<file path="src/rtl/mult_div_unit_if.sv">
// Command/result bundle between the multicycle control path and the multiply/divide unit.
interface mult_div_unit_if #(
    parameter int unsigned WIDTH = 32
);
    logic             start;
    logic [1:0]       op;
    logic [WIDTH-1:0] a_in;
    logic [WIDTH-1:0] b_in;
    logic             mthi;
    logic             mtlo;
    logic [WIDTH-1:0] wdata;
    logic             busy;
    logic             done;
    logic             div_zero;
    logic [WIDTH-1:0] hi;
    logic [WIDTH-1:0] lo;

    modport master (
        output start, op, a_in, b_in, mthi, mtlo, wdata,
        input  busy, done, div_zero, hi, lo
    );

    modport slave (
        input  start, op, a_in, b_in, mthi, mtlo, wdata,
        output busy, done, div_zero, hi, lo
    );
endinterface

</file>
<file path="src/rtl/mult_div_unit.sv">
// Iterative MULT/MULTU/DIV/DIVU unit owning the HI/LO registers.
// One radix-2 step per cycle on magnitudes, then a single sign-fix cycle.
module mult_div_unit #(
    parameter int unsigned WIDTH = 32
) (
    input logic             clock,
    input logic             reset,
    mult_div_unit_if.slave  bus
);
    localparam int unsigned CW = $clog2(WIDTH);
    localparam int unsigned DW = 2 * WIDTH;

    typedef enum logic [1:0] {S_IDLE, S_RUN, S_FIX, S_DONE} state_e;

    state_e           state_q;
    logic [1:0]       op_q;
    logic             sign_a_q;
    logic             sign_b_q;
    logic [WIDTH-1:0] opnd_q;
    logic [DW-1:0]    acc_q;
    logic [CW-1:0]    cnt_q;
    logic [WIDTH-1:0] hi_q;
    logic [WIDTH-1:0] lo_q;
    logic             busy_q;
    logic             done_q;
    logic             dz_q;

    logic             in_signed_c;
    logic             in_div_c;
    logic [WIDTH-1:0] a_mag_c;
    logic [WIDTH-1:0] b_mag_c;
    logic [WIDTH:0]   mul_sum_c;
    logic [WIDTH:0]   div_trial_c;
    logic [DW-1:0]    step_c;
    logic [DW-1:0]    fix_c;
    logic             neg_c;

    // Operand magnitudes; 0x80000000 maps onto itself, which is the correct unsigned magnitude.
    always_comb begin
        in_signed_c = ~bus.op[0];
        in_div_c    = bus.op[1];
        a_mag_c     = (in_signed_c && bus.a_in[WIDTH-1]) ? WIDTH'(-bus.a_in) : bus.a_in;
        b_mag_c     = (in_signed_c && bus.b_in[WIDTH-1]) ? WIDTH'(-bus.b_in) : bus.b_in;
    end

    // acc holds {upper, multiplier} for multiply and {remainder, dividend/quotient} for divide.
    always_comb begin
        mul_sum_c   = {1'b0, acc_q[DW-1:WIDTH]} + (acc_q[0] ? {1'b0, opnd_q} : (WIDTH+1)'(0));
        div_trial_c = acc_q[DW-1:WIDTH-1] - {1'b0, opnd_q};
        step_c      = {mul_sum_c, acc_q[WIDTH-1:1]};
        if (op_q[1]) begin
            if (div_trial_c[WIDTH]) begin
                step_c = {acc_q[DW-2:0], 1'b0};
            end else begin
                step_c = {div_trial_c[WIDTH-1:0], acc_q[WIDTH-2:0], 1'b1};
            end
        end
    end

    // Remainder follows the dividend's sign; quotient and product follow sign_a^sign_b.
    always_comb begin
        neg_c = sign_a_q ^ sign_b_q;
        fix_c = neg_c ? DW'(-acc_q) : acc_q;
        if (op_q[1]) begin
            fix_c[DW-1:WIDTH] = sign_a_q ? WIDTH'(-acc_q[DW-1:WIDTH]) : acc_q[DW-1:WIDTH];
            fix_c[WIDTH-1:0]  = neg_c ? WIDTH'(-acc_q[WIDTH-1:0]) : acc_q[WIDTH-1:0];
        end
    end

    always_ff @(posedge clock) begin
        if (reset) begin
            state_q  <= S_IDLE;
            op_q     <= 2'b00;
            sign_a_q <= 1'b0;
            sign_b_q <= 1'b0;
            opnd_q   <= '0;
            acc_q    <= '0;
            cnt_q    <= '0;
            hi_q     <= '0;
            lo_q     <= '0;
            busy_q   <= 1'b0;
            done_q   <= 1'b0;
            dz_q     <= 1'b0;
        end else begin
            case (state_q)
                S_IDLE: begin
                    done_q <= 1'b0;
                    dz_q   <= 1'b0;
                    if (bus.start) begin
                        op_q     <= bus.op;
                        sign_a_q <= in_signed_c & bus.a_in[WIDTH-1];
                        sign_b_q <= in_signed_c & bus.b_in[WIDTH-1];
                        cnt_q    <= '0;
                        if (in_div_c && (bus.b_in == '0)) begin
                            done_q  <= 1'b1;
                            dz_q    <= 1'b1;
                            state_q <= S_DONE;
                        end else begin
                            opnd_q  <= in_div_c ? b_mag_c : a_mag_c;
                            acc_q   <= {WIDTH'(0), in_div_c ? a_mag_c : b_mag_c};
                            busy_q  <= 1'b1;
                            state_q <= S_RUN;
                        end
                    end else begin
                        if (bus.mthi) hi_q <= bus.wdata;
                        if (bus.mtlo) lo_q <= bus.wdata;
                    end
                end
                S_RUN: begin
                    acc_q <= step_c;
                    cnt_q <= cnt_q + CW'(1);
                    if (cnt_q == CW'(WIDTH - 1)) state_q <= S_FIX;
                end
                S_FIX: begin
                    hi_q    <= fix_c[DW-1:WIDTH];
                    lo_q    <= fix_c[WIDTH-1:0];
                    busy_q  <= 1'b0;
                    done_q  <= 1'b1;
                    state_q <= S_DONE;
                end
                S_DONE: begin
                    done_q  <= 1'b0;
                    dz_q    <= 1'b0;
                    state_q <= S_IDLE;
                end
                default: state_q <= S_IDLE;
            endcase
        end
    end

    assign bus.busy     = busy_q;
    assign bus.done     = done_q;
    assign bus.div_zero = dz_q;
    assign bus.hi       = hi_q;
    assign bus.lo       = lo_q;
endmodule
</file>
<file path="src/flat_wrapper.sv">
// flat-port wrapper written by rule: the top's interface ports become plain ports
module mult_div_unit_flat 
#(
    parameter int unsigned WIDTH = 32
)
  (clock, reset, bus_start, bus_op, bus_a_in, bus_b_in, bus_mthi, bus_mtlo, bus_wdata, bus_busy, bus_done, bus_div_zero, bus_hi, bus_lo);
  mult_div_unit_if #(.WIDTH(WIDTH)) bus_i ();
  input logic clock;
  input logic reset;
  input wire logic [$bits(bus_i.start)-1:0] bus_start;
  input wire logic [$bits(bus_i.op)-1:0] bus_op;
  input wire logic [$bits(bus_i.a_in)-1:0] bus_a_in;
  input wire logic [$bits(bus_i.b_in)-1:0] bus_b_in;
  input wire logic [$bits(bus_i.mthi)-1:0] bus_mthi;
  input wire logic [$bits(bus_i.mtlo)-1:0] bus_mtlo;
  input wire logic [$bits(bus_i.wdata)-1:0] bus_wdata;
  output wire logic [$bits(bus_i.busy)-1:0] bus_busy;
  output wire logic [$bits(bus_i.done)-1:0] bus_done;
  output wire logic [$bits(bus_i.div_zero)-1:0] bus_div_zero;
  output wire logic [$bits(bus_i.hi)-1:0] bus_hi;
  output wire logic [$bits(bus_i.lo)-1:0] bus_lo;
  assign bus_i.start = bus_start;
  assign bus_i.op = bus_op;
  assign bus_i.a_in = bus_a_in;
  assign bus_i.b_in = bus_b_in;
  assign bus_i.mthi = bus_mthi;
  assign bus_i.mtlo = bus_mtlo;
  assign bus_i.wdata = bus_wdata;
  assign bus_busy = bus_i.busy;
  assign bus_done = bus_i.done;
  assign bus_div_zero = bus_i.div_zero;
  assign bus_hi = bus_i.hi;
  assign bus_lo = bus_i.lo;
  mult_div_unit #(.WIDTH(WIDTH)) u_core (.clock(clock), .reset(reset), .bus(bus_i));
endmodule
</file>
<file path="config.mk">
export PLATFORM = sky130hd
export DESIGN_NAME = mult_div_unit_flat
export DESIGN_NICKNAME = d
export VERILOG_FILES = /design/src/rtl/mult_div_unit_if.sv /design/src/rtl/mult_div_unit.sv /design/src/flat_wrapper.sv
export SDC_FILE = /design/constraint.sdc
export NUM_CORES = 1
export LEC_CHECK = 0
export BUFFER_PORTS_ARGS = -buffer_cell sky130_fd_sc_hd__buf_2
export CORE_AREA = 2 2 186 188
export DETAILED_ROUTE_END_ITERATION = 16
export DIE_AREA = 0 0 188 190
export PLACE_DENSITY_LB_ADDON = 0.12
export SYNTH_ARGS = -nofsm -noshare
export SYNTH_HDL_FRONTEND = slang
export SYNTH_SLANG_ARGS = --single-unit
</file>
<file path="constraint.sdc">
create_clock -name clock -period 5.8 [get_ports clock]
set_input_delay 0.29 -clock clock [delete_from_list [all_inputs] [get_ports clock]]
set_output_delay 0.29 -clock clock [all_outputs]
set_load 0.05 [all_outputs]
</file>
Yosys cells after proc, flatten, opt, wreduce, memory -nomap -nowiden
Cells that the tools add are included.
- bitwise logic cells: 5
- equal/unequal tests: 10
- $add $sub $neg: 8
- reductions and logical operators: 17
- multiplexer cells: 33
- operators with widths (cell ; count):
    two-way mux 64 bit ; 6
    two-way mux 32 bit ; 11
    negation 32 bit ; 4
    one-hot mux 32 bit (2 select lines) ; 2
    one-hot mux 64 bit (2 select lines) ; 1
    negation 64 bit ; 1
    adder 32 x 33 -> 33 bit ; 1
    subtractor 33 x 32 -> 33 bit ; 1
    logical NOT 32 bit ; 1
    AND reduction 3 bit ; 5
    inequality test 2 bit, second input constant ; 5
    one-hot mux 5 bit (2 select lines) ; 1
    one-hot mux 2 bit (4 select lines) ; 1
    two-way mux 2 bit ; 3
    AND reduction 2 bit ; 3
    nonzero test 2 bit ; 3
    adder 5 x 1 -> 5 bit, second input constant ; 1
    equality test 5 bit, second input constant ; 1
    two-way mux 5 bit ; 1
    equality test 2 bit, second input constant ; 2
    two-way mux 1 bit ; 4
    one-hot mux 1 bit (2 select lines) ; 2
    logical AND 1 bit ; 3
    one-hot mux 1 bit (3 select lines) ; 1
    7 further kinds ; 9
- output and inout port bits: 67
- input port bits: 103
- bits in registers: 174
- word-level logic and storage cells: 85

Depth between registers and ports, before layout
Gate-level depths: netlist of the first run.
- depth after elaboration: 7
- mapped depth: 14
- mapped depth without buffers: 13

Worst setup path after synthesis of the first run
Ideal clock, no wire load.
- path kind: register to register
- from: register u_core.acc_q[0]
- to: register u_core.hi_q[6], in the netlist u_core.bus.hi[6]
- buffers on the path: 1
- arrival time: 3.216 ns
- library setup time: 0.058 ns
- cell stages (with the launch flop): 12
- path slack: 2.526 ns
- period minus slack after synthesis: 3.274 ns
- path through: dfxtp_1 inv_1 clkbuf_1 ha_1 or3b_2 or3_4 or4_4 o41ai_4 a22oi_1 xnor2_1 a211oi_1 a21o_1
- longest elaborated chain between the ends: 4
- ends and longest elaborated chain (item ; line ; RTL):
    from (decl) ; mult_div_unit.sv:20 ; logic [DW-1:0] acc_q;
    from (signal assigned) ; mult_div_unit.sv:100 ; acc_q <= {WIDTH'(0), in_div_c ? a_mag_c : b_mag_c};
    from (signal assigned) ; mult_div_unit.sv:110 ; acc_q <= step_c;
    negation 64 bit ; mult_div_unit.sv:63 ; fix_c = neg_c ? DW'(-acc_q) : acc_q;
    two-way mux 64 bit ; mult_div_unit.sv:63 ;
    two-way mux 64 bit ; mult_div_unit.sv:64 ; if (op_q[1]) begin
    one-hot mux 32 bit (2 select lines) ; mult_div_unit.sv:85 ; case (state_q)
    to (signal assigned) ; mult_div_unit.sv:105 ; if (bus.mthi) hi_q <= bus.wdata;
    to (signal assigned) ; mult_div_unit.sv:115 ; hi_q <= fix_c[DW-1:WIDTH];
    to (decl) ; mult_div_unit.sv:22 ; logic [WIDTH-1:0] hi_q;
Every way passes these cells.
A chain may end at the register's enable or synchronous reset.

Worst setup path in the final report of the first run
- from: register u_core.acc_q[0]
- to: register u_core.acc_q[62]
- longest elaborated chain between the ends: 4
- ends and longest elaborated chain (item ; line ; RTL):
    two-way mux 32 bit ; mult_div_unit.sv:48 ; mul_sum_c = {1'b0, acc_q[DW-1:WIDTH]} + (acc_q[0] ? {1'b0, opnd_q} : (WIDTH+1)'(0));
    adder 32 x 33 -> 33 bit ; mult_div_unit.sv:48 ;
    two-way mux 64 bit ; mult_div_unit.sv:51 ; if (op_q[1]) begin
    one-hot mux 64 bit (2 select lines) ; mult_div_unit.sv:85 ;
Every way passes these cells.

==> key figures, run 1 <==
Critical path
  – Critical Path End Type: flip-flop
  – Highest net fanout along the worst path: 29
  – Required arrival time at the worst endpoint: between 6 and 7 ns
  – Classification of the worst setup path: flip-flop to flip-flop
  – Worst R2R End: u_core.acc_q[62]
  – Worst-case reg-to-reg path depth: 13
  – Cell at the slowest stage of the critical path: sky130_fd_sc_hd__o2111ai_1
  – Max stage delay on crit path: 0.39 ns
  – Worst reg2reg path startpoint: u_core.acc_q[0]
  – Cell Chain, Critical Path: inv_1 > buf_4 > nor2_1 > ha_1 > and2_1 > a221oi_1 > a21oi_1 > o2111ai_1 > a31oi_1 > o211a_1 > o41ai_1 > mux2_2 > o31ai_1
  – Arrival time of data at the critical path endpoint: 4.29 ns
  – Reg2reg setup slack: roughly 1.9 ns
  – Startpoint kind of the worst setup timing path: flip-flop

Floorplan
  – Top-level I/O count: 170
  – DIE AREA: ~36000 µm²
  – Core area: 33950 µm²
  – Width of the die: 188 µm
  – Standard-cell row count: between 60 and 70
  – Effective utilization at floorplan: approximately 44%
  – Vert. Die Dim: 190 µm

Synthesis
  – Top cell type by total area after synthesis: sky130_fd_sc_hd__dfxtp_1
  – Mean instance size in the synthesized netlist: 7.387 µm²
  – Cells after synthesis: between 2000 and 2500
  – Part of the Yosys area used for sequential elements: 23.14%
  – Most frequently used cell type in the post-synthesis netlist: sky130_fd_sc_hd__nor2_1
  – Share of the synthesized area in the top cell type: 23.14%
  – Number of enable-type register cells in the synthesized netlist: 0
  – Number of warnings issued by yosys: 0
  – Syn Std Cell Area: 14970 µm²
  – Top cells by instance count after synthesis: 291 x sky130_fd_sc_hd__nor2_1, 189 x sky130_fd_sc_hd__a21oi_1, 173 x sky130_fd_sc_hd__dfxtp_1, 152 x sky130_fd_sc_hd__nand2_1, 113 x sky130_fd_sc_hd__a211oi_1
  – Leading cell types by total area after synthesis: sky130_fd_sc_hd__dfxtp_1 23%, sky130_fd_sc_hd__nor2_1 7.3%, sky130_fd_sc_hd__a21oi_1 6.3%, sky130_fd_sc_hd__ha_1 6.3%, sky130_fd_sc_hd__a211oi_1 5.7%
  – Number of flip-flops and latches in the synthesized netlist: 173
  – Distinct cell type count after synthesis: 75
  – Most frequently used flop master after synthesis: sky130_fd_sc_hd__dfxtp_1
  – Syn_nets: around 2200
  – Share of flip-flops with an asynchronous set or reset after synthesis: 0%

Detailed routing
  – Met3 wire length: 3841 µm
  – DR WL/cell: 21.27 µm
  – Sum of routed wire length over all layers: 54770 µm
  – 1st-pass router iterations: 6
  – Vias per std cell: 6.024
  – Wl on met1: around 24000 µm
  – Final ANT Viol Nets: 0
  – # DRC: 0
  – Met2 WL post-DR: between 20000 and 25000 µm
  – Total vias in the final route: roughly 16000
  – Starting DRC count in detailed routing: 1228
  – Top routing layer in use: met5

Placed design
  – Gpl congestion: 0.9746
  – Port bufs: around 170
  – Post-DP HPWL: roughly 43000 µm

Clock tree
  – Number of sinks handled by clock tree synthesis: 173
  – Number of levels in the clock H-tree: 4
  – TritonCTS clock tree: done
  – Total of cells resized after clock tree synthesis: 0
  – Clock buffers created by TritonCTS: 17
  – Number of buffers added for setup after CTS: 0
  – Register clock-pin slew on the reported worst setup and hold paths: 0.08 ns
  – Number of hold-repair buffers added at the cts stage: 0
  – Worst-case clock buffer depth: 2
  – Cell chosen for the clock root: sky130_fd_sc_hd__clkbuf_16
  – Clock latency on the worst-skew pair: 0.45 ns

STA
  – Min Tclk post-route: roughly 3.9 ns
  – Final Hold Vio Count: 0
  – Maximum clock rate: 0.2545 GHz
  – Final TNS setup: 0 ns
  – Endpoints failing setup: 0
  – Portion of the clock cycle consumed by the worst path in the final layout: 67.73%
  – Hold Slack: 0.1683 ns
  – Final max-slew violation count: 0
  – Transition time at the pin with the least slew margin: 1.034 ns
  – Worst clock skew on the final layout: 0.01793 ns
  – Unrepaired setup endpoints after global routing: false
  – Worst rel slew slack: 30.53%

Min path
  – Worst hold path class: input pin to flip-flop
  – WHS Path Cells: 3
  – Hold worst-path end: u_core.opnd_q[31]
  – Hold path startpoint: bus_a_in[31]

Cells and area
  – Area delta synth->final: 11.25%
  – Total of fill cells in the finished design: 3477
  – Final Net Count: 2288
  – Ant diodes: 0
  – Ratio of cells with drive above 1 in the final layout: 13.49%

Run
  – Max-cap violations: 0

Run status
  – Status: finished, final reports clean

Global route
  – Maximum number of pins on one net before global-route repair: 79
  – First-pass GRT wire length: 83370 µm
  – Number of antenna violations at the first check in global routing: 4
  – Vias in the first global route: around 14000
  – Global route total overflow: 0
  – Overall Global Routing Usage: about 30%

Power
  – Power per unit of standard cell area: about 400 nW/µm²
  – Maximum vdd ir drop: 0.2214 mV
  – Leakage power figure: between 6 and 7 nW
## cell families after synthesis
logic type | share of synthesized area [%]
buf+inv | 5.292
simple gates | 21.39
mux | 5.418
compound gates | 28.39
flops | 23.14
xor+xnor | 9.832
fa+ha+maj | 6.538
## where the power goes
group | internal, W | switching, W
logic | 0.00118 | 0.00248
clock network | 0.000566 | 0.000572
registers | 0.00145 | 0.000335
## final cells by class
type / count / area (µm²) / share of cell area [%]
flip-flops and latches: 173 / 3465 / 20.81
repair buffers: 197 / 1059 / 6.358
well taps: 455 / 569.3 / 3.419
inverters: 69 / 259.0 / 1.556
clock buffers: 17 / 425.4 / 2.555
multi-input cells: 1650 / 10750 / 64.56
clock inverters: 14 / 123.9 / 0.7440
## flip-flops by register name, indices dropped and copies added (netlist names)
name	flops
u_core.acc_q	64
u_core.bus.hi	32
u_core.bus.lo	32
u_core.opnd_q	32
u_core.cnt_q	5
u_core.state_q	2
u_core.bus.busy	1
u_core.bus.div_zero	1
u_core.bus.done	1
u_core.op_q	1
u_core.sign_a_q	1
u_core.sign_b_q	1
## metal layers
metal  vias to the layer above  global-route usage [%]
met2                       618                   49.46
met5                         -                       0
met4                         4                   9.812
li1                       7545                       -
met1                      7258                   40.50
met3                        86                   4.077
## worst max-delay path, delay by kind of cell (launching register included)
kind / cells / cell delay, ns
flops: 1 / 0.37
fa+ha+maj: 1 / 0.34
buf+inv: 2 / 0.48
simple gates: 2 / 0.28
compound gates: 7 / 1.98
mux: 1 / 0.38
## metrics by stage
stage,power [W],util [%],setup WS (ns),area [µm²],std cells
6_report,0.006587,49.05,1.871,16650,2575
5_1_grt,0.006991,49.05,1.573,16650,2575
4_1_cts,0.006572,49.05,1.927,16650,2575
3_5_place_dp,0.005427,47.43,1.952,16100,2544
3_3_place_gp,0.005406,47.43,2.057,16100,2544
2_1_floorplan,0.004362,-,2.526,14970,2026
## worst max path at each step
stage                       endpoint  slack (ns)            start  cells after the start
floorplan           u_core.bus.hi[6]        2.53  u_core.acc_q[0]                     11
global placement    u_core.acc_q[62]        2.06  u_core.acc_q[0]                     13
detailed placement  u_core.acc_q[62]        1.95  u_core.acc_q[0]                     13
CTS                 u_core.acc_q[62]        1.93  u_core.acc_q[0]                     13
global route        u_core.acc_q[62]        1.57  u_core.acc_q[0]                     13
finish              u_core.acc_q[62]        1.87  u_core.acc_q[0]                     13
## layout by cell type, fill, tap and decap left out, types with 12 or more instances in the layout
cell / netlist / final
sky130_fd_sc_hd__a22oi_1: 19 / 19
sky130_fd_sc_hd__nor4_1: 20 / 20
sky130_fd_sc_hd__mux2i_1: 54 / 54
sky130_fd_sc_hd__nor2b_1: 21 / 21
sky130_fd_sc_hd__o41ai_1: 13 / 13
sky130_fd_sc_hd__mux2_2: 24 / 24
sky130_fd_sc_hd__clkbuf_16: 0 / 17
sky130_fd_sc_hd__a21o_1: 42 / 42
sky130_fd_sc_hd__xor2_1: 84 / 84
sky130_fd_sc_hd__dfxtp_1: 173 / 172
sky130_fd_sc_hd__o31ai_1: 20 / 20
sky130_fd_sc_hd__and2_1: 13 / 13
sky130_fd_sc_hd__o211ai_1: 28 / 28
sky130_fd_sc_hd__nor3_1: 59 / 59
sky130_fd_sc_hd__a211oi_1: 113 / 113
sky130_fd_sc_hd__nand3_1: 27 / 27
sky130_fd_sc_hd__nor2_1: 291 / 290
sky130_fd_sc_hd__nand2_1: 152 / 152
sky130_fd_sc_hd__a21oi_1: 189 / 186
sky130_fd_sc_hd__and3_1: 15 / 15
sky130_fd_sc_hd__xnor2_1: 84 / 84
sky130_fd_sc_hd__buf_2: 13 / 168
sky130_fd_sc_hd__inv_1: 68 / 68
sky130_fd_sc_hd__a311oi_1: 14 / 14
sky130_fd_sc_hd__or3_1: 15 / 15
sky130_fd_sc_hd__a31oi_1: 22 / 22
sky130_fd_sc_hd__nand2b_1: 18 / 18
sky130_fd_sc_hd__o21ai_0: 94 / 94
sky130_fd_sc_hd__ha_1: 75 / 74
sky130_fd_sc_hd__buf_4: 1 / 29
sky130_fd_sc_hd__or4_1: 12 / 12
Note: power is estimated with default switching activity, not from simulation.
==> inputs of run 2 (changes only) <==
clock period = 3.55 ns   (was 5.8 ns; I/O delays follow)
==> run 2 against run 1 <==
  * Clock skew decreased by 0.0012 ns
  * Register-to-register slack got worse by 1.7 ns
  * Sequential share of layout area decreased by 0.76 points
  * Hold slack got worse by 0.11 ns
  * Worst setup slack worse by 1.7 ns
  * Highest routed layer is now met4
  * Power is 67% higher
  * Clock power rose by 68%
  * Utilization rose by 1.8 points
==> key figures, run 2 (same netlist as run 1, synthesis figures left out) <==
Min path
  – Worst hold path class: input pin to flip-flop
  – Hold path startpoint: bus_a_in[31]
  – WHS Path Cells: 3
  – Hold worst-path end: u_core.opnd_q[31]

Placed design
  – Total placed cells including tap cells: 2611
  – Placed instance area: ~17000 µm²
  – Post-DP HPWL: 44380 µm
  – Port bufs: ~170
  – Gpl congestion: 0.9577

STA
  – Worst clock skew on the final layout: 0.01673 ns
  – Final TNS setup: 0 ns
  – Final max-slew violation count: 0
  – Final Hold Vio Count: 0
  – Endpoints failing setup: 0
  – Worst rel slew slack: 13.68%
  – Portion of the clock cycle consumed by the worst path in the final layout: 95.93%
  – Hold Slack: between 0.05 and 0.06 ns
  – Maximum clock rate: between 0.2 and 0.3 GHz
  – Unrepaired setup endpoints after global routing: false
  – Transition time at the pin with the least slew margin: 1.287 ns
  – Min Tclk post-route: 3.406 ns

Clock tree
  – Cell chosen for the clock root: sky130_fd_sc_hd__clkbuf_16
  – Number of sinks handled by clock tree synthesis: 173
  – Clock latency on the worst-skew pair: approximately 0.46 ns
  – Number of hold-repair buffers added at the cts stage: 0
  – Number of levels in the clock H-tree: 4
  – Register clock-pin slew on the reported worst setup and hold paths: 0.07 ns
  – Worst-case clock buffer depth: 2
  – Clock buffers created by TritonCTS: 17
  – TritonCTS clock tree: done
  – Number of buffers added for setup after CTS: 0

Cells and area
  – Register name with the most flops: u_core.acc_q
  – Max reg flops: 64
  – Final Net Count: 2355
  – Ratio of cells with drive above 1 in the final layout: about 17%
  – Filler-free cell count of the finished design: 2644
  – Commonest cells after routing, fill and taps aside: 290 x sky130_fd_sc_hd__nor2_1, 186 x sky130_fd_sc_hd__a21oi_1, 172 x sky130_fd_sc_hd__dfxtp_1
  – Utilization after layout: between 50% and 60%
  – Most frequent standard cell in the layout excluding fill and tap cells: sky130_fd_sc_hd__nor2_1
  – Area delta synth->final: 15.44%
  – Area of all placed cells without fillers: 17280 µm²

Global route
  – Overall Global Routing Usage: 30.76%
  – First-pass GRT wire length: 85080 µm
  – Vias in the first global route: 14430
  – Number of antenna violations at the first check in global routing: 0
  – Maximum number of pins on one net before global-route repair: 86
  – Global route total overflow: 0

Floorplan
  – Width of the die: about 190 µm
  – Effective utilization at floorplan: about 44%
  – Vert. Die Dim: 190 µm
  – DIE AREA: 35720 µm²
  – Top-level I/O count: 170
  – Standard-cell row count: ~70
  – Core area: 33950 µm²

Critical path
  – Worst reg2reg path startpoint: u_core.acc_q[0]
  – Required arrival time at the worst endpoint: 3.92 ns
  – Worst R2R End: u_core.bus.hi[29]
  – Classification of the worst setup path: flip-flop to flip-flop
  – Worst-case reg-to-reg path depth: 10
  – Arrival time of data at the critical path endpoint: 3.78 ns
  – Critical Path End Type: flip-flop
  – Reg2reg setup slack: 0.14 ns
  – Highest net fanout along the worst path: 5
  – Startpoint kind of the worst setup timing path: flip-flop

Detailed routing
  – Starting DRC count in detailed routing: 1121
  – Final ANT Viol Nets: 0
  – Vias per std cell: 5.973
  – Sum of routed wire length over all layers: 55980 µm
  – 1st-pass router iterations: 5
  – DR WL/cell: 21.17 µm
  – # DRC: 0
  – Total vias in the final route: approximately 16000

Power
  – Proportion of power drawn by combinational gates: 57.6%
  – Share of total power consumed by net switching: 50.77%
  – Leakage power figure: about 7.3 nW
  – Internal power contribution: roughly 0.0054 W
  – Switch Pwr: 0.005599 W
  – Power per unit of standard cell area: 638.4 nW/µm²
  – Fraction of power consumed by the clock network: 17.3%
  – Maximum vdd ir drop: 0.4061 mV
  – Power share of the sequential group: 25.1%

Run status
  – Status: finished, final reports clean

Run
  – Max-cap violations: 0
[run 2: changes by cell type in the layout (fill, tap and decap cells not counted), sizes merged]
cell	delta
buf	+67
clkinv	+7
clkinvlp	-2
diode	+1
inv	-4
[run 2: final cells by class]
type	count	area (µm²)
antenna	1	2.502
clock buffer	17	425.4
tap	455	569.3
sequential	173	3465
clock inverter	15	167.7
inverter	69	259.0
timing repair buffer	264	1599
fill	3387	16670
multi-input combinational	1650	10790
[run 2: worst max path at each step]
stage	start	end	cells past startpoint
6_report	u_core.acc_q[0]	u_core.bus.hi[29]	10
5_1_grt	u_core.acc_q[0]	u_core.bus.hi[29]	10
4_1_cts	u_core.acc_q[0]	u_core.acc_q[62]	12
3_5_place_dp	u_core.acc_q[0]	u_core.acc_q[62]	12
3_3_place_gp	u_core.acc_q[0]	u_core.acc_q[62]	12
2_1_floorplan	u_core.acc_q[0]	u_core.bus.hi[6]	11
[run 2: per-stage QoR]
| stage | setup slack, ns | power [W] |
|---|---|---|
| finish | 0.1443 | 0.01103 |
| CTS | 0.02772 | 0.01099 |
| floorplan | 0.2756 | 0.007127 |
| detailed placement | -0.02438 | 0.009073 |
| global placement | 0.02129 | 0.009038 |
| global route | 0.001821 | 0.01170 |
[run 2: critical path, stage by stage (launching register included)]
cell	delay (ns)
sky130_fd_sc_hd__dfxtp_1	0.36
sky130_fd_sc_hd__buf_4	0.16
sky130_fd_sc_hd__or4_1	0.61
sky130_fd_sc_hd__nor4_1	0.45
sky130_fd_sc_hd__nand4b_1	0.21
sky130_fd_sc_hd__o41a_1	0.50
sky130_fd_sc_hd__o21ai_2	0.26
sky130_fd_sc_hd__a41oi_1	0.17
sky130_fd_sc_hd__xnor2_1	0.15
sky130_fd_sc_hd__a211o_1	0.32
sky130_fd_sc_hd__a21oi_1	0.13
[run 2: repair_timing]
| action | CTS | global route |
|---|---|---|
| pin swaps | 0 | 1 |
| resized for setup | 1 | 9 |
| endpoints found under the setup margin | 1 | 14 |
[run 2: power by group through the flow]
stage | registers [W] | logic [W] | clock network, W
after global routing | 0.00283 | 0.00686 | 0.00202
after CTS | 0.00276 | 0.00629 | 0.00194
after floorplan | 0.00329 | 0.00384 | 0
final | 0.00277 | 0.00635 | 0.00191
after detailed placement | 0.00280 | 0.00627 | 0
after global placement | 0.00280 | 0.00624 | 0
[run 2: per-layer routing]
metal	share of wire (%)	global-route usage [%]
met5	0	0
met4	3.2	10.96
met3	6.1	4.132
met2	46	51.31
met1	44	40.68
